==> config.mk <==
export PLATFORM = sky130hd
export DESIGN_NAME = rescale_stream_flat
export DESIGN_NICKNAME = d
export VERILOG_FILES = /design/src/rtl/rescale_pkg.sv /design/src/rtl/rescale_stream_if.sv /design/src/rtl/rescale_lane.sv /design/src/rtl/rescale_stream.sv /design/src/flat_wrapper.sv
export SDC_FILE = /design/constraint.sdc
export NUM_CORES = 1
export LEC_CHECK = 0
export ABC_CLOCK_PERIOD_IN_PS = 2840
export CORE_MARGIN = 5
export CORE_UTILIZATION = 60
export CTS_CLUSTER_DIAMETER = 40
export DETAILED_ROUTE_END_ITERATION = 7
export HOLD_SLACK_MARGIN = 0.02
export PLACE_DENSITY = 0.82
export SKIP_LAST_GASP = 1
export SLEW_MARGIN = 5
export SYNTH_ARGS = -nofsm -noshare
export SYNTH_HDL_FRONTEND = slang
export SYNTH_SLANG_ARGS = --single-unit
==> constraint.sdc <==
create_clock -name clk -period 2.84 [get_ports clk]
set_clock_uncertainty 0.05 [all_clocks]
set_input_delay 0.568 -clock clk [delete_from_list [all_inputs] [get_ports clk]]
set_output_delay 0.568 -clock clk [all_outputs]
set_load 0.02 [all_outputs]
==> src/rtl/rescale_pkg.sv <==
// Shared constants and helpers for the rescale stream datapath.
package rescale_pkg;

  // Rounding mode encodings carried on up_round.
  localparam logic RND_TRUNC   = 1'b0;
  localparam logic RND_HALF_UP = 1'b1;

  // Largest value representable in a signed field of the given width.
  function automatic longint img_max(input int width);
    return (longint'(1) <<< (width - 1)) - longint'(1);
  endfunction

  // Smallest value representable in a signed field of the given width.
  function automatic longint img_min(input int width);
    return -(longint'(1) <<< (width - 1));
  endfunction

endpackage

==> src/rtl/rescale_stream_if.sv <==
// Upstream and downstream valid/ready stream bundle for the rescale stage.
interface rescale_stream_if #(
  parameter int LANES       = 4,
  parameter int NUM_WIDTH   = 33,
  parameter int IMG_WIDTH   = 16,
  parameter int SHIFT_WIDTH = 8
);
  logic [LANES*NUM_WIDTH-1:0] up_data;
  logic [SHIFT_WIDTH-1:0]     up_shift;
  logic                       up_round;
  logic                       up_relu;
  logic                       up_valid;
  logic                       up_ready;
  logic [LANES*IMG_WIDTH-1:0] dn_data;
  logic [LANES-1:0]           dn_sat;
  logic                       dn_valid;
  logic                       dn_ready;

  // Producer of beats / consumer of results.
  modport master (
    output up_data, up_shift, up_round, up_relu, up_valid, dn_ready,
    input  up_ready, dn_data, dn_sat, dn_valid
  );

  // The rescale stage itself.
  modport slave (
    input  up_data, up_shift, up_round, up_relu, up_valid, dn_ready,
    output up_ready, dn_data, dn_sat, dn_valid
  );
endinterface

==> src/rtl/rescale_lane.sv <==
// One lane of the rescale datapath: S1 shift/round, S2 saturate/ReLU.
module rescale_lane
  import rescale_pkg::*;
#(
  parameter int NUM_WIDTH   = 33,
  parameter int IMG_WIDTH   = 16,
  parameter int SHIFT_WIDTH = 8
) (
  input  logic                        clk,
  input  logic                        rst_n,
  input  logic                        en_s1,
  input  logic                        en_s2,
  input  logic signed [NUM_WIDTH-1:0] data,
  input  logic [SHIFT_WIDTH-1:0]      shift,
  input  logic                        rnd,
  input  logic                        relu,
  output logic [IMG_WIDTH-1:0]        out,
  output logic                        sat
);
  // One guard bit so the rounding bias never wraps the sum.
  localparam int WW = NUM_WIDTH + 1;
  localparam int unsigned SHIFT_MAX = NUM_WIDTH - 1;
  localparam logic signed [WW-1:0] R_MAX = WW'(img_max(IMG_WIDTH));
  localparam logic signed [WW-1:0] R_MIN = WW'(img_min(IMG_WIDTH));
  localparam logic [IMG_WIDTH-1:0] OUT_MAX = IMG_WIDTH'(img_max(IMG_WIDTH));
  localparam logic [IMG_WIDTH-1:0] OUT_MIN = IMG_WIDTH'(img_min(IMG_WIDTH));

  logic [SHIFT_WIDTH-1:0] s_eff;
  logic signed [WW-1:0]   x;
  logic signed [WW-1:0]   bias;
  logic signed [WW-1:0]   sum;
  logic signed [WW-1:0]   r_next;
  logic signed [WW-1:0]   r_reg;
  logic                   relu_reg;
  logic [IMG_WIDTH-1:0]   out_next;
  logic                   sat_next;
  logic [IMG_WIDTH-1:0]   out_reg;
  logic                   sat_reg;

  // S1 combinational: clamp the shift, add the half-LSB bias, arithmetic shift.
  always_comb begin
    s_eff = shift;
    if (32'(shift) > SHIFT_MAX) s_eff = SHIFT_WIDTH'(SHIFT_MAX);
    x    = {data[NUM_WIDTH-1], data};
    bias = '0;
    if (rnd == RND_HALF_UP && s_eff != '0) bias = WW'(1) <<< (s_eff - 1'b1);
    sum    = x + bias;
    r_next = sum >>> s_eff;
  end

  // S1 register: shifted value and the ReLU mode travelling with it.
  always_ff @(posedge clk or negedge rst_n) begin
    if (!rst_n) begin
      r_reg    <= '0;
      relu_reg <= 1'b0;
    end else if (en_s1) begin
      r_reg    <= r_next;
      relu_reg <= relu;
    end
  end

  // S2 combinational: saturate to the image range, then optional ReLU.
  always_comb begin
    out_next = r_reg[IMG_WIDTH-1:0];
    sat_next = 1'b0;
    if (r_reg > R_MAX) begin
      out_next = OUT_MAX;
      sat_next = 1'b1;
    end else if (r_reg < R_MIN) begin
      out_next = OUT_MIN;
      sat_next = 1'b1;
    end
    if (relu_reg && out_next[IMG_WIDTH-1]) out_next = '0;
  end

  // S2 register: lane result and its saturation flag.
  always_ff @(posedge clk or negedge rst_n) begin
    if (!rst_n) begin
      out_reg <= '0;
      sat_reg <= 1'b0;
    end else if (en_s2) begin
      out_reg <= out_next;
      sat_reg <= sat_next;
    end
  end

  assign out = out_reg;
  assign sat = sat_reg;
endmodule

==> src/rtl/rescale_stream.sv <==
// Multi-lane rescale stage: valid pipeline, handshake, output stage, saturation counter.
module rescale_stream
  import rescale_pkg::*;
#(
  parameter int LANES       = 4,
  parameter int NUM_WIDTH   = 33,
  parameter int IMG_WIDTH   = 16,
  parameter int SHIFT_WIDTH = 8,
  parameter int CNT_WIDTH   = 16
) (
  input  logic                 clk,
  input  logic                 rst_n,
  rescale_stream_if.slave      bus,
  input  logic                 sat_clear,
  output logic [CNT_WIDTH-1:0] sat_count
);
  logic                       en;
  logic                       v1_reg;
  logic                       v2_reg;
  logic                       dn_valid_reg;
  logic [LANES*IMG_WIDTH-1:0] lane_out;
  logic [LANES-1:0]           lane_sat;
  logic [LANES*IMG_WIDTH-1:0] dn_data_reg;
  logic [LANES-1:0]           dn_sat_reg;
  logic [CNT_WIDTH-1:0]       sat_count_reg;

  // The whole pipeline moves as one unit whenever the output slot can drain.
  assign en           = ~dn_valid_reg | bus.dn_ready;
  assign bus.up_ready = rst_n & en;

  // Per-lane datapath; data registers only load for valid beats.
  for (genvar gi = 0; gi < LANES; gi++) begin : g_lane
    rescale_lane #(
      .NUM_WIDTH  (NUM_WIDTH),
      .IMG_WIDTH  (IMG_WIDTH),
      .SHIFT_WIDTH(SHIFT_WIDTH)
    ) u_lane (
      .clk  (clk),
      .rst_n(rst_n),
      .en_s1(en & bus.up_valid),
      .en_s2(en & v1_reg),
      .data (bus.up_data[gi*NUM_WIDTH +: NUM_WIDTH]),
      .shift(bus.up_shift),
      .rnd  (bus.up_round),
      .relu (bus.up_relu),
      .out  (lane_out[gi*IMG_WIDTH +: IMG_WIDTH]),
      .sat  (lane_sat[gi])
    );
  end

  // Stage valid bits advance together under the common enable.
  always_ff @(posedge clk or negedge rst_n) begin
    if (!rst_n) begin
      v1_reg       <= 1'b0;
      v2_reg       <= 1'b0;
      dn_valid_reg <= 1'b0;
    end else if (en) begin
      v1_reg       <= bus.up_valid;
      v2_reg       <= v1_reg;
      dn_valid_reg <= v2_reg;
    end
  end

  // S3 output register: loads only when a valid beat enters, holds during stalls.
  always_ff @(posedge clk or negedge rst_n) begin
    if (!rst_n) begin
      dn_data_reg <= '0;
      dn_sat_reg  <= '0;
    end else if (en && v2_reg) begin
      dn_data_reg <= lane_out;
      dn_sat_reg  <= lane_sat;
    end
  end

  // Count delivered beats with any saturated lane; clear wins over increment.
  always_ff @(posedge clk or negedge rst_n) begin
    if (!rst_n) begin
      sat_count_reg <= '0;
    end else if (sat_clear) begin
      sat_count_reg <= '0;
    end else if (dn_valid_reg && bus.dn_ready && (|dn_sat_reg) && sat_count_reg != '1) begin
      sat_count_reg <= sat_count_reg + 1'b1;
    end
  end

  assign bus.dn_data  = dn_data_reg;
  assign bus.dn_sat   = dn_sat_reg;
  assign bus.dn_valid = dn_valid_reg;
  assign sat_count    = sat_count_reg;
endmodule

==> src/flat_wrapper.sv <==
// flat-port wrapper written by rule: the top's interface ports become plain ports
module rescale_stream_flat import rescale_pkg::*;
#(
  parameter int LANES       = 4,
  parameter int NUM_WIDTH   = 33,
  parameter int IMG_WIDTH   = 16,
  parameter int SHIFT_WIDTH = 8,
  parameter int CNT_WIDTH   = 16
)
  (clk, rst_n, sat_clear, sat_count, bus_up_data, bus_up_shift, bus_up_round, bus_up_relu, bus_up_valid, bus_dn_ready, bus_up_ready, bus_dn_data, bus_dn_sat, bus_dn_valid);
  rescale_stream_if #(.LANES(LANES), .NUM_WIDTH(NUM_WIDTH), .IMG_WIDTH(IMG_WIDTH), .SHIFT_WIDTH(SHIFT_WIDTH)) bus_i ();
  input  logic clk;
  input  logic rst_n;
  input  logic sat_clear;
  output logic [CNT_WIDTH-1:0] sat_count;
  input wire logic [$bits(bus_i.up_data)-1:0] bus_up_data;
  input wire logic [$bits(bus_i.up_shift)-1:0] bus_up_shift;
  input wire logic [$bits(bus_i.up_round)-1:0] bus_up_round;
  input wire logic [$bits(bus_i.up_relu)-1:0] bus_up_relu;
  input wire logic [$bits(bus_i.up_valid)-1:0] bus_up_valid;
  input wire logic [$bits(bus_i.dn_ready)-1:0] bus_dn_ready;
  output wire logic [$bits(bus_i.up_ready)-1:0] bus_up_ready;
  output wire logic [$bits(bus_i.dn_data)-1:0] bus_dn_data;
  output wire logic [$bits(bus_i.dn_sat)-1:0] bus_dn_sat;
  output wire logic [$bits(bus_i.dn_valid)-1:0] bus_dn_valid;
  assign bus_i.up_data = bus_up_data;
  assign bus_i.up_shift = bus_up_shift;
  assign bus_i.up_round = bus_up_round;
  assign bus_i.up_relu = bus_up_relu;
  assign bus_i.up_valid = bus_up_valid;
  assign bus_i.dn_ready = bus_dn_ready;
  assign bus_up_ready = bus_i.up_ready;
  assign bus_dn_data = bus_i.dn_data;
  assign bus_dn_sat = bus_i.dn_sat;
  assign bus_dn_valid = bus_i.dn_valid;
  rescale_stream #(.LANES(LANES), .NUM_WIDTH(NUM_WIDTH), .IMG_WIDTH(IMG_WIDTH), .SHIFT_WIDTH(SHIFT_WIDTH), .CNT_WIDTH(CNT_WIDTH)) u_core (.clk(clk), .rst_n(rst_n), .bus(bus_i), .sat_clear(sat_clear), .sat_count(sat_count));
endmodule
==> flow_metrics.tcl, run 1 <==
set metrics [dict create \
    status "aborted with a tool error" \
    lastStage "global routing" \
    stop_error "[ERROR GRT-0116] Global routing finished with congestion. Check the congestion regions in the DRC Viewer." \
    async_flop_share_pct 100 \
    portBuffers 232 \
    pin_count 233 \
    grt_max_degree 151 \
    synth_enable_flop_cells 0 \
    grt_use_total_pct 85.7 \
    fp.dieW_um 232 \
    cts_made_buffers 27 \
    clock-sinks 292 \
    ys_ff_latch 292 \
    netlist_area_sq_um 29600 \
    synth_flop_cell "dfrtp_1" \
    ys_warn_count 0 \
    dp_hpwl_um 110000 \
    initial_utilization_pct 60.6 \
    grt_pass1_vias 56500 \
    htree_num_levels 1 \
    die_y_um 232 \
    overflow 421 \
    cts_root_buffer "clkbuf_16" \
    rows 81 \
    cts_buffer_depth 3 \
    ys_seq_area_share_pct 24.7 \
    synthDistinctLibCells 105 \
    syn_area_per_cell_sq_um 7.59 \
    syn_inst 3897 \
    grt_pass1_wl_um 366000 \
    gp_congestion 1.18 \
]
==> repair_timing <==
| action | 4_1_cts |
|---|---|
| endpoints found under the setup margin | 142 |
| endpoints found under the hold margin | 11 |
| setup buffers | 151 |
| resized for setup | 857 |
| hold buffers | 1 |
| pin swaps | 312 |
| cloned | 1 |
==> Yosys cell counts, drive strengths merged, types with 93 or more instances <==
| cell type | n | share of area, % |
|---|---|---|
| dfrtp | 292 | 25 |
| mux2 | 122 | 4.6 |
| o21ai | 325 | 5.5 |
| mux2i | 109 | 3.7 |
| a21o | 93 | 2.4 |
| nor3 | 101 | 1.7 |
| nor2 | 329 | 4.2 |
| a21oi | 405 | 6.9 |
| nand3 | 115 | 1.9 |
| ha | 134 | 5.7 |
| nand2 | 484 | 6.1 |
| clkbuf | 223 | 2.8 |
==> per-stage QoR <==
step / setup slack (ps) / hold WS (ps) / instances / instance area, sq um
floorplan: -3540 / 222 / 3900 / 30200
global placement: -3600 / 325 / 5693 / 41300
detailed placement: -3770 / 327 / 5693 / 41300
CTS: -2300 / 360 / 5882 / 47200
==> per-layer routing <==
metal	global-route usage [%]	GRT overflow
met2	97.5	196
met4	88.1	178
met1	83.7	21
met3	75.9	22
met5	52.4	4
==> logic make-up after synthesis <==
kind of cell / share of synthesized area (%)
other cells: 0.0127
fa+ha+maj: 5.67
buf+inv: 4.26
flops: 24.7
xor+xnor: 3.31
simple gates: 21.0
compound gates: 32.3
mux: 8.79
==> run 2, diff against run 1 <==
--- a/config.mk
+++ b/config.mk
@@ -7,11 +7,9 @@
 export LEC_CHECK = 0
 export ABC_CLOCK_PERIOD_IN_PS = 2840
 export CORE_MARGIN = 5
-export CORE_UTILIZATION = 60
-export CTS_CLUSTER_DIAMETER = 40
+export CORE_UTILIZATION = 40
 export DETAILED_ROUTE_END_ITERATION = 7
-export HOLD_SLACK_MARGIN = 0.02
-export PLACE_DENSITY = 0.82
+export PLACE_DENSITY_LB_ADDON = 0.15
 export SKIP_LAST_GASP = 1
 export SLEW_MARGIN = 5
 export SYNTH_ARGS = -nofsm -noshare
==> run 2 against run 1 <==
Effect of this change: the flow now finishes, with violations (setup timing); area after synthesis did not move; synthesized cell count did not move.
==> flow_metrics.tcl, run 2 <==
set metrics [dict create \
    status "complete, but fails checks" \
    violations "setup timing" \
    overflow 0 \
    cts_tree "built" \
    antenna_found_initial 1 \
    cts_made_buffers 27 \
    rsz0062_at_grt "true" \
    drv_cap 0 \
    slowest_stage "or3_4" \
    crit_family "compound AO/OA/AOI/OAI gates" \
    grt_max_degree 139 \
    wirelength_um 147000 \
    drv_slew 0 \
    p_leak_uw 0.0213 \
    dp_slack_ps -3900 \
    drive_gt1_share_pct 42.1 \
    synth_flop_cell "dfrtp_1" \
    tns_ps -311430 \
    crit_path_frequent_cell "buf_4" \
    reg2reg_from "u_core.sat_count[3]" \
    post-route-drc-count 0 \
    fin_crit_ps 5360 \
    finalHoldViolations 0 \
    clkLatencyLatePin_ps 540 \
    grt_use_total_pct 35.0 \
    dp_hpwl_um 116000 \
    hold_slack_ps 73.4 \
    clock-sinks 292 \
    synthDistinctLibCells 105 \
    synth_commonest_cells "484 x nand2_1, 402 x a21oi_1, 327 x nor2_1" \
    worstSetupEndpointType "flip-flop" \
    synth_most_common_cell "nand2_1" \
    htree_num_levels 1 \
    nFillCells 6319 \
    regToRegSetupSlack_ps 350 \
    portBuffers 232 \
    met1_length_um 62800 \
    cp_slowest_stage_delay_ps 450 \
    syn_inst 3897 \
    start_kind "input pin" \
    ys_ff_latch 292 \
    largest_reg_flops 136 \
    synth_largest_area_cell "dfrtp_1" \
    fp.dieW_um 282 \
    syn_area_per_cell_sq_um 7.59 \
    final_common_cell "buf_4" \
    pin_count 233 \
    required_ps 3220 \
    hp-class "input pin to async pin" \
    rows 99 \
    path_clk_slew_ps 70 \
    drt_first_iter_violations 3967 \
    ys_warn_count 0 \
    setup_violations 136 \
    tightest_slew_ps 1110 \
    initial_utilization_pct 40.4 \
    path_buf_inv 10 \
    placed_area_sq_um 42100 \
    wl_met3_um 11700 \
    ys_seq_area_share_pct 24.7 \
    setup_ws_ps -2520 \
    finalCritPeriodShare_pct 189 \
    finalPower_uw 19900 \
    drtAntennaViolNets 0 \
    wl_met2_um 64500 \
    n_antenna_cell 0 \
    ir_drop_v 0.000324 \
    powerDensity_nw_per_um2 412 \
    arrival_ps 5750 \
    grt_pass1_wl_um 219000 \
    slew_headroom_pct 25.9 \
    routed_via_density 6.08 \
    vias 37800 \
    grt_pass1_vias 36100 \
    async_flop_share_pct 100 \
    synthToLayoutAreaGrowth_pct 62.9 \
    cts_root_buffer "clkbuf_16" \
    path_max_fanout 6 \
    setup.worst_path.start "bus_up_shift[6]" \
    synth_top_area_share_pct 24.7 \
    final_area_sq_um 48200 \
    synth_enable_flop_cells 0 \
    wl_per_cell_um 23.7 \
    netlist_area_sq_um 29600 \
    firstDrtPassIters 7 \
    die_area_sq_um 79500 \
    fmax_mhz 186 \
    synth.area.top_cells "dfrtp_1 25%, a21oi_1 6.8%, nand2_1 6.1%, ha_1 5.7%, o21ai_0 5.3%" \
    gp_congestion 1.06 \
    cts_buffer_depth 3 \
    final_cell_mix "1241 x buf_4, 448 x nand2_1, 308 x a21oi_1" \
    top_layer_used "met5" \
    coreArea_sq_um 73200 \
    final_nets 5526 \
    die_y_um 282 \
    worstSetupPathType "input pin to flip-flop" \
]
==> run 2: kinds of logic (layout without fill, tap and decap cells) <==
family,after synthesis,in the layout,share of synthesized area (%)
xor gates and xnor gates,110,110,3.31
other,1,4,0.0127
AOI/OAI and AO/OA,1457,1457,32.3
buffers and inverters,327,1692,4.26
adders and majority gates,134,134,5.67
and+or+nand+nor,1339,1339,21.0
muxes,237,237,8.79
DFF,292,292,24.7
==> run 2: where the power goes <==
group / internal [uW] / switching, uW
logic: 4520 / 4930
registers: 5750 / 1160
clock network: 1890 / 1600
==> run 2: path summary, 6_finish.rpt <==
kind | to | depth (start not counted)
worst max-delay path | u_core.g_lane[2].u_lane.r_reg[16] | 30
max in group asynchronous | u_core.g_lane[2].u_lane.out[0] | 3
min in group clk | u_core.g_lane[2].u_lane.out[14] | 2
worst min register to register | u_core.g_lane[2].u_lane.out[14] | 2
worst max register to register | u_core.sat_count[7] | 14
worst min-delay path | u_core.bus.dn_data[14] | 2
==> run 2: per-stage QoR <==
stage,cells,util (%)
3_3_place_gp,6052,57.5
6_report,6224,65.8
4_1_cts,6180,63.4
5_1_grt,6224,65.8
3_5_place_dp,6052,57.5
2_1_floorplan,3900,-
==> run 2: area by class of cell <==
type / instances / area (sq um) / share of cell area (%)
inverters: 48 / 188 / 0.389
clock inverters: 11 / 90.1 / 0.187
flip-flops and latches: 292 / 7310 / 15.2
multi-input cells: 3281 / 25400 / 52.8
repair buffers: 1595 / 13200 / 27.5
clock buffers: 38 / 727 / 1.51
well taps: 959 / 1200 / 2.49
==> run 2: what timing repair did <==
item / in CTS / in global routing
hold buffers: 0 / 0
resized for setup: 612 / 317
setup buffers: 94 / 52
pin swaps: 239 / 166
setup endpoints to repair: 136 / 136
==> run 2: routing by layer <==
| metal | vias to the layer above | GRT usage (%) |
|---|---|---|
| met5 | - | 0 |
| met1 | 18100 | 49.1 |
| li1 | 17400 | - |
| met3 | 386 | 3.71 |
| met4 | 2 | 14.7 |
| met2 | 1940 | 55.0 |
(Power assumes the default switching activity.)
==> run 3, diff against run 2 <==
--- a/config.mk
+++ b/config.mk
@@ -6,12 +6,11 @@
 export NUM_CORES = 1
 export LEC_CHECK = 0
 export ABC_CLOCK_PERIOD_IN_PS = 2840
-export CORE_MARGIN = 5
+export CORE_MARGIN = 2
 export CORE_UTILIZATION = 40
 export DETAILED_ROUTE_END_ITERATION = 7
 export PLACE_DENSITY_LB_ADDON = 0.15
 export SKIP_LAST_GASP = 1
-export SLEW_MARGIN = 5
 export SYNTH_ARGS = -nofsm -noshare
 export SYNTH_HDL_FRONTEND = slang
 export SYNTH_SLANG_ARGS = --single-unit
==> run 3 against run 2 <==
Effect of this change: critical path type unchanged; largest cell class unchanged; critical path depth stayed put; the run ends with DRC, setup timing left; via count is 1.0% higher; sequential power hardly changed; sequential cell count stayed put.
==> flow_metrics.tcl, run 3 (synthesis results as in run 2) <==
set metrics [dict create \
    required_ps 3260 \
    p_switching_uw 7890 \
    final_nets 5594 \
    crit_path_frequent_cell "buf_4" \
    fmax_mhz 188 \
    path_clk_slew_ps 70 \
    cts_root_buffer "clkbuf_16" \
    ir_drop_v 0.000430 \
    overflow 0 \
    finalCritPeriodShare_pct 187 \
    worstReg2RegEnd "u_core.sat_count[7]" \
    cp_slowest_stage_delay_ps 460 \
    pwr-share-comb_pct 47.3 \
    hp-class "input pin to async pin" \
    grt_max_degree 174 \
    tns_ps -307500 \
    power_frac_seq_pct 33.7 \
    routed_via_density 6.07 \
    drt_first_iter_violations 4132 \
    fp.dieW_um 276 \
    portBuffers 232 \
    p_int_uw 12600 \
    cts_made_buffers 26 \
    grt_pass1_wl_um 224000 \
    vias 38200 \
    synthToLayoutAreaGrowth_pct 66.6 \
    placed_area_sq_um 42200 \
    antenna_found_initial 2 \
    clkLatencyLatePin_ps 560 \
    regToRegSetupSlack_ps 270 \
    rows 99 \
    die_area_sq_um 76100 \
    pin_count 233 \
    cts_buffer_depth 3 \
    dp_hpwl_um 118000 \
    largest_reg_flops 136 \
    final_area_sq_um 49300 \
    worstSetupEndpointType "flip-flop" \
    start_kind "input pin" \
    cts_tree "built" \
    clkPwrFrac_pct 19.0 \
    drv_cap 0 \
    setup.worst_path.start "bus_up_shift[7]" \
    coreArea_sq_um 73100 \
    path_max_fanout 6 \
    finalHoldViolations 0 \
    arrival_ps 5730 \
    setup_ws_ps -2470 \
    wl_per_cell_um 24.1 \
    wirelength_um 152000 \
    drv_slew 0 \
    slowest_stage "mux4_2" \
    cts_hold_buf 0 \
    multi_input_area_sq_um 25900 \
    drtAntennaViolNets 0 \
    final_cell_mix "1299 x buf_4, 446 x nand2_1, 294 x a21oi_1" \
    htree_num_levels 1 \
    grt_use_total_pct 38.2 \
    violations "DRC, setup timing" \
    final_common_cell "buf_4" \
    switching_share_pct 38.5 \
    rsz0062_at_grt "true" \
    initial_utilization_pct 40.5 \
    die_y_um 276 \
    fin_crit_ps 5310 \
    grt_pass1_vias 36200 \
    tightest_slew_ps 1130 \
    n_antenna_cell 0 \
    powerDensity_nw_per_um2 416 \
    firstDrtPassIters 8 \
    setup_violations 136 \
    drive_gt1_share_pct 44.3 \
    gp_congestion 1.03 \
    slew_headroom_pct 24.8 \
    p_leak_uw 0.0218 \
    clock-sinks 292 \
    r2r_cells 13 \
    nFillCells 6271 \
    reg2reg_from "u_core.sat_count[3]" \
    seqCellArea_sq_um 7310 \
    post-route-drc-count 9 \
    critPathCapture "u_core.g_lane[1].u_lane.r_reg[5]" \
    status "complete, but fails checks" \
    worstSetupPathType "input pin to flip-flop" \
]
-- run 3: cell count changes in the layout (fill, tap and decap cells not counted), sizes merged --
cell,previous run,this run
bufbuf,1,0
bufinv,1,4
clkinvlp,1,2
clkbuf,38,34
buf,1368,1437
-- run 3: repair_timing --
action | in CTS | in global routing
endpoints found under the setup margin | 136 | 137
pin swaps | 245 | 150
resized for setup | 621 | 443
endpoints found under the hold margin | 0 | 0
setup buffers | 120 | 73
gates cloned | 2 | 1
-- run 3: worst min-delay path by stage --
| stage | slack [ps] | cells after the start | start | endpoint |
|---|---|---|---|---|
| 2_1_floorplan | 220 | 0 | rst_n | u_core.bus.dn_data[0] |
| 3_3_place_gp | 410 | 2 | u_core.g_lane[1].u_lane.out[13] | u_core.g_lane[1].u_lane.out[13] |
| 3_5_place_dp | 420 | 2 | u_core.g_lane[0].u_lane.out[15] | u_core.g_lane[0].u_lane.out[15] |
| 4_1_cts | 110 | 2 | rst_n | u_core.bus.dn_data[8] |
| 5_1_grt | 160 | 2 | rst_n | u_core.bus.dn_data[8] |
| 6_report | 70 | 2 | rst_n | u_core.g_lane[2].u_lane.r_reg[32] |
-- run 3: power groups by stage --
stage	Combinational (uW)	Clock [uW]	Sequential, uW
final	9690	3890	6900
after CTS	9110	3940	6880
after floorplan	3980	0	7150
after detailed placement	8540	0	6950
after global placement	8450	0	6870
after global routing	10400	4090	7080
-- run 3: final cells by class --
class / count / share of cell area, %
tap: 959 / 2.43
sequential: 292 / 14.8
timing repair buffer: 1664 / 28.0
multi-input combinational: 3281 / 52.5
clock inverter: 15 / 0.411
inverter: 48 / 0.381
clock buffer: 33 / 1.50
-- run 3: routing by layer --
| metal | routed length (um) | part of all wire (%) | global-route usage, % |
|---|---|---|---|
| met5 | 13 | 0.0086 | 0 |
| met2 | 66100 | 44 | 59.0 |
| met4 | 8480 | 5.6 | 17.6 |
| met3 | 11800 | 7.8 | 3.81 |
| met1 | 65400 | 43 | 53.7 |
-- run 3: critical path, delay by kind of cell --
family | cells | cell delay, ps
compound gates | 5 | 1150
buf+inv | 16 | 2020
simple gates | 6 | 1200
fa+ha+maj | 1 | 170
mux | 2 | 620
-- run 3: per-stage QoR --
step | hold slack [ps] | setup slack [ps] | cells | util [%] | total power [uW]
after floorplan | 222 | -3540 | 3900 | - | 11100
after global placement | 409 | -3900 | 6065 | 57.7 | 15300
after detailed placement | 418 | -4010 | 6065 | 57.7 | 15500
after CTS | 115 | -2330 | 6227 | 64.1 | 19900
after global routing | 156 | -2610 | 6292 | 67.4 | 21500
final | 69.7 | -2470 | 6292 | 67.4 | 20500
